<file path="src/rtl/key_event_gen.sv">
// ============================================================================
// Module   : key_event_gen
// Function : turns a debounced key level into press / release / long-press /
//            auto-repeat single-cycle event pulses plus a held indicator.
// Revision : 1.0 - initial release
// ============================================================================
`default_nettype none

module key_event_gen #(
    parameter logic PRESSED_LEVEL = 1'b0,
    parameter int   LONG_TIME     = 50000000,
    parameter int   REPEAT_TIME   = 10000000,
    parameter int   CNT_W         = 26
) (
    input  logic clk,
    input  logic rst_n,
    input  logic key_level_i,
    input  logic repeat_en_i,
    output logic press_pulse_o,
    output logic release_pulse_o,
    output logic long_pulse_o,
    output logic repeat_pulse_o,
    output logic key_held_o
);

    typedef enum logic [1:0] {
        ST_WAIT_REL = 2'd0,
        ST_IDLE     = 2'd1,
        ST_PRESSED  = 2'd2,
        ST_LONG     = 2'd3
    } state_t;

    localparam logic [CNT_W-1:0] C_LONG_LAST   = CNT_W'(LONG_TIME - 1);
    localparam logic [CNT_W-1:0] C_REPEAT_LAST = CNT_W'(REPEAT_TIME - 1);
    localparam logic [CNT_W-1:0] C_CNT_ONE     = CNT_W'(1);

    state_t            state_q, state_d;
    logic [CNT_W-1:0]  cnt_q, cnt_d;
    logic              press_q, press_d;
    logic              release_q, release_d;
    logic              long_q, long_d;
    logic              repeat_q, repeat_d;
    logic              held_q, held_d;
    logic              w_pressed;

    assign w_pressed = (key_level_i == PRESSED_LEVEL);

    always_comb begin
        state_d   = state_q;
        cnt_d     = cnt_q;
        press_d   = 1'b0;
        release_d = 1'b0;
        long_d    = 1'b0;
        repeat_d  = 1'b0;

        case (state_q)
            // A key still down after reset must be released before it counts.
            ST_WAIT_REL: begin
                if (!w_pressed) begin
                    state_d = ST_IDLE;
                end
            end
            ST_IDLE: begin
                if (w_pressed) begin
                    state_d = ST_PRESSED;
                    cnt_d   = '0;
                    press_d = 1'b1;
                end
            end
            ST_PRESSED: begin
                if (!w_pressed) begin
                    state_d   = ST_IDLE;
                    cnt_d     = '0;
                    release_d = 1'b1;
                end else if (cnt_q == C_LONG_LAST) begin
                    state_d = ST_LONG;
                    cnt_d   = '0;
                    long_d  = 1'b1;
                end else begin
                    cnt_d = cnt_q + C_CNT_ONE;
                end
            end
            ST_LONG: begin
                // Release has priority over a coincident repeat terminal count.
                if (!w_pressed) begin
                    state_d   = ST_IDLE;
                    cnt_d     = '0;
                    release_d = 1'b1;
                end else if (!repeat_en_i) begin
                    cnt_d = '0;
                end else if (cnt_q == C_REPEAT_LAST) begin
                    cnt_d    = '0;
                    repeat_d = 1'b1;
                end else begin
                    cnt_d = cnt_q + C_CNT_ONE;
                end
            end
            default: begin
                state_d = ST_WAIT_REL;
                cnt_d   = '0;
            end
        endcase

        held_d = (state_d == ST_PRESSED) || (state_d == ST_LONG);
    end

    always_ff @(posedge clk or negedge rst_n) begin
        if (!rst_n) begin
            state_q   <= ST_WAIT_REL;
            cnt_q     <= '0;
            press_q   <= 1'b0;
            release_q <= 1'b0;
            long_q    <= 1'b0;
            repeat_q  <= 1'b0;
            held_q    <= 1'b0;
        end else begin
            state_q   <= state_d;
            cnt_q     <= cnt_d;
            press_q   <= press_d;
            release_q <= release_d;
            long_q    <= long_d;
            repeat_q  <= repeat_d;
            held_q    <= held_d;
        end
    end

    assign press_pulse_o   = press_q;
    assign release_pulse_o = release_q;
    assign long_pulse_o    = long_q;
    assign repeat_pulse_o  = repeat_q;
    assign key_held_o      = held_q;

endmodule

`default_nettype wire
</file>
<file path="config.mk">
export PLATFORM = sky130hd
export DESIGN_NAME = key_event_gen
export DESIGN_NICKNAME = d
export VERILOG_FILES = /design/src/rtl/key_event_gen.sv
export SDC_FILE = /design/constraint.sdc
export NUM_CORES = 1
export LEC_CHECK = 0
export ABC_CLOCK_PERIOD_IN_PS = 2100
export CORE_MARGIN = 2
export CORE_UTILIZATION = 30
export DETAILED_ROUTE_END_ITERATION = 7
export PLACE_DENSITY_LB_ADDON = 0.1
export SLEW_MARGIN = 10
export SYNTH_ARGS = -nofsm -noshare
export SYNTH_HDL_FRONTEND = slang
export SYNTH_SLANG_ARGS = --single-unit
export TNS_END_PERCENT = 1
</file>
<file path="constraint.sdc">
create_clock -name clk -period 2.1 [get_ports clk]
set_clock_uncertainty 0.2 [all_clocks]
set_input_delay 0.42 -clock clk [delete_from_list [all_inputs] [get_ports clk]]
set_output_delay 0.42 -clock clk [all_outputs]
set_load 0.01 [all_outputs]
</file>
Word-level counts from Yosys, hierarchy flattened
Index checks and enable logic that the tools add are counted.
{ "word_totals": {"inputBits": 4, "out_inout_bits": 5, "word_cells": 45, "ff_bits": 33} }
{ "classes": {"reduce_logical": 6, "n_addsub": 1, "n_mux": 23, "eq_ne": 8} }
{ "op_table": {"columns": ["op", "n"], "rows": [
  ["26-bit 2-to-1 mux", 6],
  ["26-bit one-hot mux with 3 select lines", 1],
  ["26-bit by 1-bit adder with 26-bit output, second input constant", 1],
  ["26-bit by 24-bit equality test with 1-bit output, second input constant", 1],
  ["26-bit equality test, second input constant", 1],
  ["1-bit 2-to-1 mux", 11],
  ["2-bit equality test, second input constant", 4],
  ["2-bit 2-to-1 mux", 4],
  ["2-bit one-hot mux with 3 select lines", 1],
  ["2-bit OR reduction", 2],
  ["3-bit nonzero test", 1],
  ["2-bit by 1-bit equality test with 1-bit output, second input constant", 1],
  ["2-bit logical NOT", 1],
  ["2-bit != test, second input constant", 1],
  ["2-bit AND reduction", 1],
  ["1-bit logical OR", 1]
]} }

Depth between registers and ports, before layout
Gate-level depths: netlist of the first run.
{ "logic_depth": {"ltp_word": 6, "ltp_mapped": 9, "ltp_nobuf": 7} }

Worst setup path before layout of the first run
OpenSTA, ideal clock, no wires.
{ "synth_path": {"path_type": "register -> register", "start": "register cnt_q[0]", "end": "register cnt_q[8]", "path_stages_with_launch": 9, "synth_period_minus_slack_ps": 2308, "required_ps": 1774, "setup_ps": 126, "n_path_buf": 1, "arrival_ps": 1982, "slack_ps": -208, "cell_sequence": "dfrtp_1 ha_1 and3_1 nand4_1 or3_4 a21bo_1 buf_6 and3_1 a221o_1"} }
{ "synth_between": {"elab_chain_cells": 5, "word_cells_on_any_way": 9, "classes_between": "1 x add/sub; 2 x eq/ne; 6 x mux"} }
{ "synth_rtl": {"columns": ["element", "line", "rtl"], "rows": [
  ["from (decl)", "38", "logic [CNT_W-1:0] cnt_q, cnt_d;"],
  ["from (signal assigned)", "118", "cnt_q <= cnt_d;"],
  ["26-bit by 1-bit adder with 26-bit output / 26-bit by 24-bit equality test with 1-bit output (equally long branches)", "80, 95, 91", null],
  ["26-bit 2-to-1 mux", "91", "end else if (cnt_q == C_REPEAT_LAST) begin"],
  ["26-bit 2-to-1 mux", "89", "end else if (!repeat_en_i) begin"],
  ["26-bit 2-to-1 mux", "85", "if (!w_pressed) begin"],
  ["26-bit one-hot mux with 3 select lines (*)", "56", "case (state_q)"]
]} }
Every way passes the cells marked *; elsewhere a longest branch is shown, timed or not.
A chain may end at the register's enable or synchronous reset.

Worst setup path in the final report of the first run
{ "layout_path": {"start": "register cnt_q[17]", "end": "register cnt_q[8]"} }
{ "layout_between": {"elab_chain_cells": 5, "word_cells_on_any_way": 8, "classes_between": "2 x eq/ne; 6 x mux"} }
{ "layout_rtl": {"columns": ["element", "line"], "rows": [
  ["26-bit by 24-bit equality test with 1-bit output", "91"],
  ["26-bit 2-to-1 mux", "91"],
  ["26-bit 2-to-1 mux", "89"],
  ["26-bit 2-to-1 mux", "85"],
  ["26-bit one-hot mux with 3 select lines (*)", "56"]
]} }
Marks and branches as above.

==> metrics.md, run 1 <==
| Metric | Value |
|---|---|
| Critical Path End Type | `register` |
| Largest net degree at the start of global routing | `33` |
| Worst IR Drop VDD | `0.4967 mV` |
| Area share of the leading cell type in the synthesized netlist | `0.4247` |
| PortBufs | `8` |
| Yosys reg bits | `32` |
| Fraction of registers with async set/reset | `1.000` |
| Worst Path Arrival | `2.30 ns` |
| Failing checks | `negative setup slack` |
| Congestion Overflow GR | `0` |
| DRC Markers | `0` |
| Synth cell types | `44` |
| Slowest CP cell | `or3_4` |
| Antenna-violating nets left | `0` |
| Adder-Cell Fraction of Synth Area | `0.03981` |
| Post-Route WL | `5.475 mm` |
| Number of global-route vias before repair | `1,914` |
| Simple-Gate Fraction of Synth Area | `0.2760` |
| Critical path class | `register to register` |
| Gpl congestion | `0.7647` |
| Tcrit/Tclk final | `1.107` |
| Cell area after synthesis | `1886 µm²` |
| Fin crit period | `2.325 ns` |
| Most common cell after layout, fill and taps aside | `buf_4` |
| Reg2Reg Depth | `6` |
| P&R area growth vs syn | `42.00%` |
| Synth Area in Compound Gates | `0.1971` |
| CP max FO | `4` |
| Drt via density | `5.136` |
| Critical-path cell list | `nand2_1 > or3_1 > or3_4 > a21bo_4 > and3_4 > a221o_1` |
| Hold-fix buffers, CTS | `0` |
| FMAX | `430.0 MHz` |
| GRT Util Overall | `0.1711` |
| Top FF cell, synth | `dfrtp_1` |
| # rows | `28` |
| Worst reg2reg endpoint | `cnt_q[8]$_DFFE_PN0P_` |
| Startpoint types | `register` |
| Reg-to-Reg Start | `cnt_q[17]$_DFFE_PN0P_` |
| Setup ws final | `-0.2255 ns` |
| Worst-skew pair later-pin latency | `0.30 ns` |
| Largest family of logic cells by synthesized area | `simple AND/OR/NAND/NOR gates` |
| Worst-path clk slew | `0.08 ns` |
| Setup-failing EPs final | `26` |
| HP Class | `primary input to async pin` |
| CTS buffer count | `5` |
| Buf+Inv Stages, Crit Path | `0` |
| H-tree depth | `2` |
| Initial core utilization | `0.3147` |
| Commonest cells after routing, fill and taps aside | `58 x buf_4, 32 x dfrtp_1, 25 x nand2_1` |
| Mux cell area share after synthesis | `0.005309` |
| Met1 usage | `0.2278` |
| Post-DP HPWL | `3.837 mm` |
| Die Y-Extent | `83.28 µm` |
| NumNets Final | `288` |
| Drt wl/cell | `15.47 µm` |
| Reg2reg setup slack | `-0.23 ns` |
| Main area contributors after synthesis | `dfrtp_1 42%, nand2_1 5.0%, nand3_1 4.5%` |
| TritonCTS clock tree | `yes` |
| Cell family with most CP delay | `simple AND/OR/NAND/NOR gates` |
| Via count | `1,818` |
| Register area share after synthesis | `0.4247` |
| Slew @ Worst Pin | `0.4465 ns` |
| Die area | `6936 µm²` |
| Root Driver | `clkbuf_8` |
| Clock buffer depth | `2` |
| Crit path required time | `2.07 ns` |
| N_diodes | `0` |
| Grt met3 use | `0.02982` |
| Max transition margin | `0.7023` |
| I/O pin count | `9` |
| Met2 Usage GRT | `0.2757` |
| Leak Pwr | `1.172 nW` |
| Initial drt markers | `82` |
| Max-cap violations | `0` |
| Final Hold Fails | `0` |
| Top Usage Layer GRT | `met2` |
| Syn. warnings | `0` |
| First-pass GRT wire length | `9.453 mm` |
| Pre-Repair DR Iteration Count | `4` |
| Synth Instances | `212` |
| Syn_nets | `222` |
| Share of cells above drive strength 1 | `0.3297` |
| CORE AREA | `5991 µm²` |
| Post-synthesis xor/xnor area fraction | `0` |
| Power Dens Cells | `849.3 nW/µm²` |
| Antenna violations before repair | `0` |
| Worst hold slack | `0.3306 ns` |
| Mapped Avg Cell Area | `8.894 µm²` |
| Number of flops mapped to enable cells by yosys | `0` |
| Die width | `83.28 µm` |
| Max incr delay on CP | `0.44 ns` |
| RSZ-0062 raised after global routing | `yes` |
| Num Clock Sinks | `32` |
| Slew Viols, Final | `0` |
| Cell taking the most area after synthesis | `dfrtp_1` |
| Total Power | `2.274 mW` |
| Outcome | `complete, but fails checks` |
| Final core occ | `0.4470` |
## sequential cells by signal, indices dropped and copies added, names as in the netlist
| register | count |
|---|---|
| long_pulse_o | 1 |
| key_held_o | 1 |
| repeat_pulse_o | 1 |
| release_pulse_o | 1 |
| press_pulse_o | 1 |
| cnt_q | 26 |
| state_q | 1 |
## synth_stat cells (3+ instances only)
master and n:
nor4_1 5, nor2_1 7, nand3_1 17, and4_1 5, nand2_1 25, a22o_1 3
nor3_1 4, nor2b_1 5, a31oi_1 9, o21ai_0 7, a21oi_1 13, nand4_1 8
dfrtp_1 32, clkbuf_1 5, o21bai_1 5, o311ai_0 3, and3_1 7, inv_1 11
ha_1 6, buf_6 3
## layer usage
layer | part of all wire | up-vias | routed length, µm
li1 | - | 923 | -
met1 | 0.49 | 867 | 2694
met2 | 0.47 | 20 | 2579
met3 | 0.023 | 8 | 125
met4 | 0.014 | 0 | 75
met5 | 0 | - | 0
## worst max path at each step
stage / start / slack, ns / to / cells past startpoint
after global placement: cnt_q[11]$_DFFE_PN0P_ / -0.27 / cnt_q[8]$_DFFE_PN0P_ / 7
after CTS: cnt_q[16]$_DFFE_PN0P_ / -0.22 / cnt_q[8]$_DFFE_PN0P_ / 7
after global routing: cnt_q[16]$_DFFE_PN0P_ / -0.33 / cnt_q[14]$_DFFE_PN0P_ / 8
after detailed placement: key_level_i / -0.27 / cnt_q[18]$_DFFE_PN0P_ / 7
after floorplan: cnt_q[0]$_DFFE_PN0P_ / -0.17 / cnt_q[8]$_DFFE_PN0P_ / 8
final: cnt_q[17]$_DFFE_PN0P_ / -0.23 / cnt_q[8]$_DFFE_PN0P_ / 6
## worst register-to-register path: cells and delay by family, from the launching register on
family           cells  cell delay (ns)
AO/OA/AOI/OAI        2             0.55
flip-flops           1             0.40
AND/OR/NAND/NOR      4             1.06
## final cells by class
class / count / area, µm²
clock buffer: 6 / 82.58
clock inverter: 2 / 10.01
fill: 592 / 3313
inverter: 11 / 41.29
multi-input combinational: 158 / 1080
sequential: 32 / 800.8
tap: 75 / 93.84
timing repair buffer: 70 / 569.3
## kinds of logic after synthesis
group,Yosys count
mux,1
buf+inv,22
flops,32
fa+ha+maj,6
compound gates,55
simple gates,96
## power by group
group,switching [mW],internal (mW)
Clock,0.259,0.262
Combinational,0.594,0.460
Sequential,0.0362,0.663
Total,0.890,1.38
## what timing repair did
action                                  in CTS  in global routing
resized for setup                           11                 14
buffers inserted                             2                  1
endpoints found under the setup margin      28                 28
pin swaps                                   11                  2
## stage by stage
step / area (µm²) / setup TNS [ns] / instances / worst slack [ns]
floorplan: 1893 / -1.838 / 212 / -0.1694
global placement: 2456 / -5.000 / 343 / -0.2674
detailed placement: 2456 / -5.222 / 343 / -0.2730
CTS: 2611 / -3.568 / 353 / -0.2200
global route: 2678 / -6.786 / 354 / -0.3291
finish: 2678 / -3.278 / 354 / -0.2255
No activity file was read; power rests on OpenSTA's default activity.
==> inputs of run 2 (changes only) <==
--- a/config.mk
+++ b/config.mk
@@ -5,7 +5,7 @@
 export SDC_FILE = /design/constraint.sdc
 export NUM_CORES = 1
 export LEC_CHECK = 0
-export ABC_CLOCK_PERIOD_IN_PS = 2100
+export ABC_CLOCK_PERIOD_IN_PS = 2700
 export CORE_MARGIN = 2
 export CORE_UTILIZATION = 30
 export DETAILED_ROUTE_END_ITERATION = 7
==> constraint.sdc (replaced) <==
create_clock -name clk -period 2.7 [get_ports clk]
set_clock_uncertainty 0.2 [all_clocks]
set_input_delay 0.54 -clock clk [delete_from_list [all_inputs] [get_ports clk]]
set_output_delay 0.54 -clock clk [all_outputs]
set_load 0.01 [all_outputs]
==> metrics.md, run 2 (synthesis results as in run 1) <==
| Metric | Value |
|---|---|
| Hold Path Sink | `cnt_q[9]$_DFFE_PN0P_` |
| TritonCTS clock tree | `yes` |
| Setup-failing EPs final | `0` |
| DRC Markers | `0` |
| CP max FO | `13` |
| Critical path class | `register to register` |
| Reg2Reg Depth | `8` |
| Drt via density | `5.367` |
| Worst IR Drop VDD | `0.4517 mV` |
| Area post-placement | `2128 µm²` |
| Total negative setup slack | `0 ns` |
| Post-Route WL | `4.782 mm` |
| Reg-to-Reg Start | `cnt_q[1]$_DFFE_PN0P_` |
| Post-DP HPWL | `3.417 mm` |
| Worst-skew pair later-pin latency | `0.28 ns` |
| PortBufs | `8` |
| GRT Util Overall | `0.1512` |
| Outcome | `completed` |
| Fin crit period | `2.500 ns` |
| Slew @ Worst Pin | `0.4526 ns` |
| Worst Path Arrival | `2.46 ns` |
| N_diodes | `0` |
| Slew Viols, Final | `0` |
| Tcrit/Tclk final | `0.9260` |
| Hold_sp | `cnt_q[9]$_DFFE_PN0P_` |
| # rows | `28` |
| Drt wl/cell | `15.38 µm` |
| Worst-path clk slew | `0.07 ns` |
| Reg2reg setup slack | `0.20 ns` |
| Leak Pwr | `0.9235 nW` |
| Share of cells above drive strength 1 | `0.1398` |
| Placement Setup Slack | `0.02738 ns` |
| Max-cap violations | `0` |
| Root Driver | `clkbuf_8` |
| Number of global-route vias before repair | `1,618` |
| Total Power | `1.522 mW` |
| Final Hold Fails | `0` |
| FMAX | `400.0 MHz` |
| Crit path required time | `2.66 ns` |
| Via count | `1,669` |
| Worst reg2reg endpoint | `cnt_q[14]$_DFFE_PN0P_` |
| Worst Hold Depth | `1` |
| Clock buffer depth | `2` |
| First-pass GRT wire length | `8.355 mm` |
| CTS buffer count | `5` |
| H-tree depth | `2` |
| DP Cell Count | `302` |
| Largest Register | `cnt_q` |
| RSZ-0062 raised after global routing | `no` |
| Largest net degree at the start of global routing | `33` |
| CORE AREA | `5991 µm²` |
| Fill cell count | `629` |
| Gpl congestion | `0.8010` |
| Num Clock Sinks | `32` |
| Antenna-violating nets left | `0` |
| Critical Path End Type | `register` |
| Max reg flops | `26` |
| P&R area growth vs syn | `17.98%` |
| Pre-Repair DR Iteration Count | `4` |
| Most common cell after layout, fill and taps aside | `dfrtp_1` |
| Die area | `6936 µm²` |
| Setup ws final | `0.1998 ns` |
| Initial core utilization | `0.3147` |
| Initial drt markers | `73` |
| Congestion Overflow GR | `0` |
| Hold-fix buffers, CTS | `0` |
| I/O pin count | `9` |
| Max transition margin | `0.6960` |
| Post-route cell area | `2225 µm²` |
| Layout Cells excl Fill | `311` |
| Die width | `83.28 µm` |
| Commonest cells after routing, fill and taps aside | `32 x dfrtp_1, 24 x nand2_1, 20 x buf_4` |
| HP Class | `register to register` |
| Die Y-Extent | `83.28 µm` |
| NumNets Final | `246` |
| Power Dens Cells | `684.2 nW/µm²` |
| Startpoint types | `register` |
| Antenna violations before repair | `0` |
## run 2: cell types whose count changed in the layout (fill, tap and decap cells not counted), moves of 3 or more
cell and change:
buf_4 -38, a21oi_1 +5, a21oi_2 -5, buf_6 -3
## run 2: layer usage
metal,up-vias,share of wire,GRT usage
met5,-,0,0
met4,0,0.014,0.04918
met3,8,0.020,0.02982
met2,15,0.47,0.2390
met1,808,0.50,0.2074
li1,838,-,-
## run 2: through the flow
stage,util,hold WS [ns]
2_1_floorplan,-,0.04441
3_3_place_gp,0.3553,0.3179
3_5_place_dp,0.3553,0.3227
4_1_cts,0.3682,0.3332
5_1_grt,0.3713,0.3757
6_report,0.3713,0.3357
## run 2: layout make-up
class,instances,area (µm²),share of cell area
repair buffers,28,230.2,0.1035
flip-flops and latches,32,800.8,0.3600
clock inverters,1,5.005,0.002250
inverters,11,41.29,0.01856
clock buffers,6,72.57,0.03262
well taps,75,93.84,0.04218
multi-input cells,158,980.9,0.4409
## run 2: worst max path at each step
stage | startpoint | end | depth (start not counted)
detailed placement | key_level_i | cnt_q[11]$_DFFE_PN0P_ | 6
finish | cnt_q[1]$_DFFE_PN0P_ | cnt_q[14]$_DFFE_PN0P_ | 8
CTS | cnt_q[0]$_DFFE_PN0P_ | cnt_q[17]$_DFFE_PN0P_ | 7
global route | cnt_q[1]$_DFFE_PN0P_ | cnt_q[14]$_DFFE_PN0P_ | 8
global placement | key_level_i | cnt_q[11]$_DFFE_PN0P_ | 6
floorplan | cnt_q[0]$_DFFE_PN0P_ | cnt_q[8]$_DFFE_PN0P_ | 8
## run 2: power by group
group | internal, mW | switching (mW) | leakage [nW]
combinational | 0.240 | 0.373 | 0.439
sequential | 0.516 | 0.0383 | 0.444
clock | 0.175 | 0.179 | 0.0410
total | 0.931 | 0.591 | 0.924
## run 2: repair_timing
item	in CTS	in global routing
setup buffers	0	2
endpoints found under the setup margin	0	14
resized for setup	0	3
## run 2: worst max-delay path, stage by stage (launching register included)
cell and delay (ns):
dfrtp_1 0.38, ha_1 0.19, and3_2 0.24, nand4_1 0.13, or3_4 0.45, a21bo_2 0.28, buf_4 0.20, o221ai_1 0.19
o41ai_1 0.10
